`src/rtl/rf_cmd_engine.sv`:
```
// Command engine for a 2R1W register file: zero-fill, ALU ops, registered
// write-back with a bypass from the pending write.
module rf_cmd_engine #(
    parameter int WIDTH   = 32,
    parameter int DEPTH   = 32,
    parameter int ADDR_W  = 5,
    parameter int ZERO_R0 = 1
) (
    input  logic              clk,
    input  logic              rst_n,
    input  logic              i_clear,
    input  logic              i_cmd_valid,
    output logic              o_cmd_ready,
    input  logic [1:0]        i_cmd_op,
    input  logic [ADDR_W-1:0] i_cmd_rd,
    input  logic [ADDR_W-1:0] i_cmd_rs1,
    input  logic [ADDR_W-1:0] i_cmd_rs2,
    input  logic [WIDTH-1:0]  i_cmd_imm,
    output logic [ADDR_W-1:0] o_rd1_addr,
    input  logic [WIDTH-1:0]  i_rd1_data,
    output logic [ADDR_W-1:0] o_rd2_addr,
    input  logic [WIDTH-1:0]  i_rd2_data,
    output logic [ADDR_W-1:0] o_wr_addr,
    output logic [WIDTH-1:0]  o_wr_data,
    output logic              o_wr_en,
    output logic              o_res_valid,
    output logic [ADDR_W-1:0] o_res_rd,
    output logic [WIDTH-1:0]  o_res_data,
    output logic              o_init_done
);

    typedef enum logic {
        ST_INIT,
        ST_RUN
    } state_e;

    localparam logic [ADDR_W-1:0] LAST_ADDR = ADDR_W'(DEPTH - 1);
    localparam bit                R0_ZERO   = (ZERO_R0 != 0);

    localparam logic [1:0] OP_ADD = 2'b00;
    localparam logic [1:0] OP_SUB = 2'b01;
    localparam logic [1:0] OP_XOR = 2'b10;
    localparam logic [1:0] OP_LDI = 2'b11;

    state_e              state_q, state_d;
    logic [ADDR_W-1:0]   cnt_q, cnt_d;
    logic                wr_en_q, wr_en_d;
    logic [ADDR_W-1:0]   wr_addr_q, wr_addr_d;
    logic [WIDTH-1:0]    wr_data_q, wr_data_d;
    logic                res_valid_q, res_valid_d;
    logic [ADDR_W-1:0]   res_rd_q, res_rd_d;
    logic [WIDTH-1:0]    res_data_q, res_data_d;

    logic [WIDTH-1:0]    op_a;
    logic [WIDTH-1:0]    op_b;
    logic [WIDTH-1:0]    result;
    logic                cmd_ready;
    logic                cmd_accept;
    logic                rd_writable;

    // Pending write sits in the write register; forward it to dependents.
    always_comb begin
        op_a = i_rd1_data;
        if (R0_ZERO && (i_cmd_rs1 == '0)) begin
            op_a = '0;
        end else if (wr_en_q && (wr_addr_q == i_cmd_rs1)) begin
            op_a = wr_data_q;
        end
    end

    always_comb begin
        op_b = i_rd2_data;
        if (R0_ZERO && (i_cmd_rs2 == '0)) begin
            op_b = '0;
        end else if (wr_en_q && (wr_addr_q == i_cmd_rs2)) begin
            op_b = wr_data_q;
        end
    end

    always_comb begin
        result = '0;
        unique case (i_cmd_op)
            OP_ADD:  result = op_a + op_b;
            OP_SUB:  result = op_a - op_b;
            OP_XOR:  result = op_a ^ op_b;
            OP_LDI:  result = i_cmd_imm;
            default: result = '0;
        endcase
    end

    assign rd_writable = !(R0_ZERO && (i_cmd_rd == '0));

    always_comb begin
        state_d     = state_q;
        cnt_d       = cnt_q;
        wr_en_d     = 1'b0;
        wr_addr_d   = wr_addr_q;
        wr_data_d   = wr_data_q;
        res_valid_d = 1'b0;
        res_rd_d    = res_rd_q;
        res_data_d  = res_data_q;
        cmd_ready   = 1'b0;
        cmd_accept  = 1'b0;
        unique case (state_q)
            ST_INIT: begin
                wr_en_d   = 1'b1;
                wr_addr_d = cnt_q;
                wr_data_d = '0;
                if (cnt_q == LAST_ADDR) begin
                    state_d = ST_RUN;
                    cnt_d   = '0;
                end else begin
                    cnt_d = cnt_q + ADDR_W'(1);
                end
            end
            ST_RUN: begin
                cmd_ready  = !i_clear;
                cmd_accept = i_cmd_valid && cmd_ready;
                if (cmd_accept) begin
                    wr_en_d     = rd_writable;
                    wr_addr_d   = i_cmd_rd;
                    wr_data_d   = result;
                    res_valid_d = 1'b1;
                    res_rd_d    = i_cmd_rd;
                    res_data_d  = result;
                end
                if (i_clear) begin
                    state_d = ST_INIT;
                    cnt_d   = '0;
                end
            end
            default: begin
                state_d = ST_INIT;
                cnt_d   = '0;
            end
        endcase
    end

    always_ff @(posedge clk or negedge rst_n) begin
        if (!rst_n) begin
            state_q     <= ST_INIT;
            cnt_q       <= '0;
            wr_en_q     <= 1'b0;
            wr_addr_q   <= '0;
            wr_data_q   <= '0;
            res_valid_q <= 1'b0;
            res_rd_q    <= '0;
            res_data_q  <= '0;
        end else begin
            state_q     <= state_d;
            cnt_q       <= cnt_d;
            wr_en_q     <= wr_en_d;
            wr_addr_q   <= wr_addr_d;
            wr_data_q   <= wr_data_d;
            res_valid_q <= res_valid_d;
            res_rd_q    <= res_rd_d;
            res_data_q  <= res_data_d;
        end
    end

    assign o_cmd_ready = cmd_ready;
    assign o_rd1_addr  = i_cmd_rs1;
    assign o_rd2_addr  = i_cmd_rs2;
    assign o_wr_en     = wr_en_q;
    assign o_wr_addr   = wr_addr_q;
    assign o_wr_data   = wr_data_q;
    assign o_res_valid = res_valid_q;
    assign o_res_rd    = res_rd_q;
    assign o_res_data  = res_data_q;
    assign o_init_done = (state_q == ST_RUN);

endmodule

```
`config.mk`:
```
export PLATFORM = sky130hd
export DESIGN_NAME = rf_cmd_engine
export DESIGN_NICKNAME = d
export VERILOG_FILES = /design/src/rtl/rf_cmd_engine.sv
export SDC_FILE = /design/constraint.sdc
export NUM_CORES = 1
export LEC_CHECK = 0
export BUFFER_PORTS_ARGS = -buffer_cell sky130_fd_sc_hd__buf_4
export CORE_MARGIN = 1.5
export CORE_UTILIZATION = 40
export CTS_CLUSTER_DIAMETER = 30
export DETAILED_ROUTE_END_ITERATION = 6
export GPL_TIMING_DRIVEN = 0
export PLACE_DENSITY_LB_ADDON = 0.12
export SLEW_MARGIN = 20
export SYNTH_ARGS = -nofsm -noshare
export SYNTH_HDL_FRONTEND = slang
export SYNTH_SLANG_ARGS = --single-unit
```
`constraint.sdc`:
```
create_clock -name clk -period 4.7 [get_ports clk]
set_clock_uncertainty 0.2 [all_clocks]
set_input_delay 0.235 -clock clk [delete_from_list [all_inputs] [get_ports clk]]
set_output_delay 0.235 -clock clk [all_outputs]
set_load 0.02 [all_outputs]
```
; Word-level counts from Yosys, hierarchy flattened
; Cells that the tools add are included.
[op_classes]
n_addsub = 3
n_eq_ne = 8
mux = 20
n_bitwise = 2
n_reduce_logical = 10
[ops]
columns = operator, n
row1 = $mux 32, 5
row2 = $pmux 32 s4, 1
row3 = $pmux 32 s2, 1
row4 = $add 32x32->32, 1
row5 = $sub 32x32->32, 1
row6 = $xor 32x32->32, 1
row7 = $pmux 5 s2, 2
row8 = $logic_not 5->1, 3
row9 = $mux 5, 3
row10 = $eq 5x5->1, 2
row11 = $mux 1, 6
row12 = $add 5x1->5 const B, 1
row13 = $eq 5x5->1 const B, 1
row14 = $eq 2x2->1 const B, 2
row15 = $pmux 1 s2, 2
row16 = $logic_and 1x1->1, 3
row17 = $eq 2x1->1 const B, 1
row18 = $logic_not 1->1, 2
row19 = $logic_not 2->1, 1
row20 = $ne 2x1->1 const B, 1
row21 = $ne 2x2->1 const B, 1
row22 = $reduce_and 2->1, 1
row23 = $not 1->1, 1
[totals]
ff_bits = 82
in_bits = 117
output_inout_bits = 88
elab_cells = 51

; Logic depth before layout (Yosys ltp)
[depth]
depth_word = 8
ltp_mapped = 25
ltp_nobuf = 21

; Worst setup path after synthesis
; No wires, ideal clock.
[synth_path]
path_kind = reg-to-reg
from = reg wr_addr_q[4] (netlist: o_wr_addr[4])
to = reg wr_data_q[31] (netlist: o_wr_data[31])
setup_ns = 0.128
arrival_ns = 4.757
required_time_ns = 4.372
path_slack_ns = -0.385
stages_incl_launch_ff = 26
path_buffers = 4
period_less_slack_ns = 5.085
cell_sequence = dfrtp_1 xnor2_1 and4_1 buf_2 nand2_2 buf_4 clkbuf_1 mux2i_1 or2_2 ha_1 nand2_1 nor2_1 o21ai_0 nand2_1 xor2_1 ha_1 clkbuf_1 a211oi_1 o21bai_1 o31a_1 a21o_1 or2_2 a21oi_1 o21ai_0 xnor2_1 a21oi_1
[synth_between]
elab_chain_len = 8
word_cells_on_any_way = 14
classes_between = 2 x add/sub / 2 x eq/ne / 7 x mux / 1 x bitwise / 2 x reduce/logical
[synth_lines]
columns = item, line
row1 = from (decl), 48  ; logic [ADDR_W-1:0] wr_addr_q, wr_addr_d;
row2 = from (signal assigned), 153  ; wr_addr_q <= wr_addr_d;
row3 = "$eq 5x5->1, on equally long branches", "66, 75"
row4 = "$logic_and 1x1->1, on equally long branches", "66, 75"
row5 = "$mux 32, on equally long branches", "66, 75"
row6 = "$mux 32, on equally long branches", "64, 73"
row7 = $sub 32x32->32 (tied with other cells), 84  ; OP_SUB: result = op_a - op_b;
row8 = $pmux 32 s4 (*), 82  ; unique case (i_cmd_op)
row9 = $mux 32 (*), 119  ; if (cmd_accept) begin
row10 = $pmux 32 s2 (*), 104  ; unique case (state_q)
row11 = to (signal assigned), 154  ; wr_data_q <= wr_data_d;
row12 = to (decl), 49  ; logic [WIDTH-1:0] wr_data_q, wr_data_d;
; Mark *: on every way between the ends. The rest lies on a longest branch, timed or not. The select of a mux whose other input is x is not followed.
; A chain may end at the register's enable or synchronous reset.

; Worst setup path in the final report
[layout_path]
from = reg wr_addr_q[3] (netlist: o_wr_addr[3])
to = reg wr_data_q[17] (netlist: o_wr_data[17])
; Same word-level chain as after synthesis.

==> flow_results.org <==
** Run status
- The flow ran to the end, but the final reports show violations.
- The final reports fail on negative setup slack.

** Setup path
- On the worst path, the slowest cell contributes a delay of 0.44 ns.
- Data on the critical path arrives at its endpoint at 4.94 ns.
- The worst setup path is captured at a flip-flop.
- Largest fanout on the critical path :: 10
- In this run the register-to-register setup slack is -0.15 ns.
- CP Cell Sequence :: xnor2_2 > and4_1 > buf_6 > nand2_4 > buf_8 > clkbuf_16 > mux2i_1 > or2_4 > ha_4 > nand2_2 > nand2_1 > xor2_1 > ha_1 > a2111o_1 > o2111ai_4 > a21oi_2 > or2_4 > a21oi_2 > xnor2_1 > mux2i_2 > buf_4 > a211oi_2
- Crit path buffers/inverters :: 4
- The slowest stage of the critical path belongs to the cell sky130_fd_sc_hd__a2111o_1.
- Data required time at the worst endpoint :: 4.79 ns
- In this design, the largest share of critical-path delay is due to compound AO/OA/AOI/OAI gates.
- The critical path in this run is classified as reg -> reg.
- The worst setup path is launched from a flip-flop.

** STA
- At the pin with the least slew margin, the transition time is 1.11 ns.
- Final Worst Setup Slack :: -0.148 ns
- # setup viols final :: 22
- The number of hold violations in the final report came to 0.
- In this run the tightest slew margin relative to its limit is 0.257.
- Period Utilization, post-route :: 1.03
- Number of pins exceeding their max-slew limit in the final report :: 0
- For the finished layout, the period the worst path requires is 4.85 ns.
- Based on the critical path, the design can be clocked at up to 206 MHz.
- Setup repair after global routing could not meet its margin everywhere.
- Hold WS :: 0.0708 ns

** Global route
- Pin count of the biggest net entering global routing :: 83
- All-layer global routing usage :: 0.340
- The number of antenna violations at the first check in global routing came to 0.
- Overflow left after global routing :: 0
- Number of global-route vias before repair :: 9328
- The first global-routing pass estimated 54.8 mm of wire.

** Finish
- Number of antenna diodes :: 0
- Fill cells in the final layout number 1935.
- In the final design database the tool counted 1486 nets.
- Share of final-layout standard cells stronger than drive strength 1 :: 0.354
- Relative to the synthesized area, the layout overhead comes to 41.9%.

** Synthesis
- After synthesis, the cell types taking the most area are sky130_fd_sc_hd__dfrtp_1 (25%), sky130_fd_sc_hd__nand2_1 (7.5%), sky130_fd_sc_hd__xnor2_1 (6.4%), sky130_fd_sc_hd__a21oi_1 (5.9%), sky130_fd_sc_hd__o21ai_0 (5.6%).
- Unique masters post-synth :: 75
- After synthesis, the share of flip-flops with an asynchronous set or reset is 1.00.
- Summed over all instances, the cell type with the most area after synthesis is sky130_fd_sc_hd__dfrtp_1.
- Most used standard cells in the synthesized netlist :: sky130_fd_sc_hd__nand2_1 (163), sky130_fd_sc_hd__a21oi_1 (97), sky130_fd_sc_hd__o21ai_0 (91), sky130_fd_sc_hd__dfrtp_1 (82), sky130_fd_sc_hd__nor2_1 (72)
- Post-synthesis area per instance :: 7.70 um^2
- For this run, the leading register cell type out of synthesis is sky130_fd_sc_hd__dfrtp_1.
- Post-Synthesis Net Count :: 1212
- Synth Warn # :: 0
- The mapped netlist covers 8160 um^2.
- Seq/Total Area, Yosys :: 0.251
- Most common cell in the synthesized netlist :: sky130_fd_sc_hd__nand2_1
- The synthesized design contains 0 enable-type register cells.
- Fraction of post-synthesis cell area in the top cell type by area :: 0.251
- Number of standard cells after synthesis :: 1060
- In this run, synthesis produced a sequential element count of 82.

** Worst hold path
- Tightest Hold Check Type :: in -> reg

** Clock tree
- CTS H-tree lvls :: 3
- For the worst-skew pair, the clock arrives at the later sink with an insertion delay of 0.37 ns.
- Clock tree sinks :: 82
- TritonCTS clock tree :: built
- Counting along the longest clock path gives a buffer depth of 2.
- Clock root buffer :: sky130_fd_sc_hd__clkbuf_16
- The number of clock buffers added by TritonCTS is 9.
- Clock-pin slew on the worst setup and hold paths :: 0.07 ns

** Detailed routing
- Final routed wirelength across all metal layers :: 36.7 mm
- In this run, the number of DRC markers left after iteration 0 of detailed routing was 786.
- Number of nets with antenna violations after routing :: 0
- Iteration count of the initial detailed-routing pass :: 5
- Via/cell ratio :: 5.94
- Post-route DRC :: 0
- Summing over every cut layer, the via total after detailed routing is 9557.
- After detailed routing, the average wire length per cell comes to 22.8 um.

** Die
- The core region is 20100 um^2.
- The die is 146 um tall.
- Area enclosed by the die boundary :: 21300 um^2
- In this run the count of I/O pins placed on the die edge is 205.
- Number of core rows :: 52
- Starting Density :: 0.406
- The floorplan step set the die width to 146 um.

** Place
- Worst slack, placed :: -1.83 ns
- PortBufs :: 203
- Routability congestion estimate :: 0.968
- Summed over all nets, the half-perimeter wirelength after detailed placement is 26.8 mm.

** Pwr
- In this run the static leakage power is 5.18 nW.
- Power per unit of standard cell area :: 458 nW/um^2
- Worst IR Drop VDD :: 0.285 mV

** Run
- Number of max-cap violations :: 0
## metrics by stage
step / power [W] / instances / instance area (um^2) / util / setup TNS (ns)
floorplan: 0.00297 / 1060 / 8250 / - / 0
detailed placement: 0.00394 / 1533 / 10100 / 0.503 / -59.79
global placement: 0.00392 / 1533 / 10100 / 0.503 / -58.62
CTS: 0.00508 / 1596 / 11200 / 0.558 / -1.54
global route: 0.00559 / 1609 / 11600 / 0.576 / -6.53
finish: 0.00531 / 1609 / 11600 / 0.576 / -1.73
## state kept, by name, summed over array words and instances (netlist names)
| name | count |
|---|---|
| o_wr_addr | 5 |
| o_res_data | 32 |
| o_wr_en | 1 |
| o_res_rd | 5 |
| o_init_done | 1 |
| o_res_valid | 1 |
| o_wr_data | 32 |
| cnt_q | 5 |
## worst paths after layout
kind	startpoint	cells past startpoint	endpoint
max in group asynchronous	rst_n	2	o_wr_addr[2]
min in group asynchronous	rst_n	2	o_wr_data[2]
worst min register to register	o_res_data[0]	2	o_res_data[0]
worst min-delay path	i_cmd_imm[27]	5	o_wr_data[27]
worst max-delay path	o_wr_addr[3]	22	o_wr_data[17]
worst max register to register	o_wr_addr[3]	22	o_wr_data[17]
## cell usage in the layout (no fill, tap or decap), drive strengths merged, types with 23 or more instances in the layout
cell,instances
buf,295
nor3,23
clkbuf,46
ha,34
xor2,32
o21ai,133
dfrtp,82
nand2,164
a21o,24
nor2,91
a21oi,104
xnor2,60
mux2i,45
## tightest hold or removal path: stages
cell	delay (ns)
sky130_fd_sc_hd__buf_4	0.11
sky130_fd_sc_hd__nand2_1	0.05
sky130_fd_sc_hd__o21ai_1	0.05
sky130_fd_sc_hd__nand2_1	0.08
sky130_fd_sc_hd__a31oi_1	0.08
## layer usage
| metal | share of wire | up-vias | global-route usage |
|---|---|---|---|
| li1 | - | 4355 | - |
| met1 | 0.42 | 4583 | 0.462 |
| met2 | 0.46 | 536 | 0.542 |
| met3 | 0.083 | 83 | 0.0476 |
| met4 | 0.036 | 0 | 0.140 |
| met5 | 0 | - | 0 |
## final cells by class
class | instances | area [um^2] | share of cell area
Tap cell | 270 | 338 | 0.0292
Clock inverter | 7 | 83.8 | 0.00724
Multi-Input combinational cell | 890 | 6330 | 0.547
Timing Repair Buffer | 270 | 2060 | 0.178
Sequential cell | 82 | 2060 | 0.178
Buffer | 69 | 435 | 0.0376
Inverter | 12 | 45.0 | 0.00389
Clock buffer | 9 | 225 | 0.0194
## what timing repair did
item                                    CTS  global route
cloned                                    0             0
endpoints found under the setup margin   50            44
hold buffers                              7             0
pin swaps                                50            38
endpoints found under the hold margin    95             0
gates resized for setup                 102            58
buffers inserted                         46            14
## kinds of logic after synthesis
kind of cell	Yosys count	synth area share
simple gates	357	0.205
compound gates	354	0.272
xor+xnor	92	0.0987
buf+inv	88	0.0529
flops	82	0.251
mux	52	0.0648
fa+ha+maj	35	0.0546
## power breakdown
group          total (W)  switching, W  internal (W)  leakage, nW
Sequential       0.00115      0.000218      0.000937         1.06
Combinational    0.00336       0.00189       0.00147         3.97
Clock           0.000789      0.000365      0.000424        0.154
(Power assumes the default switching activity.)
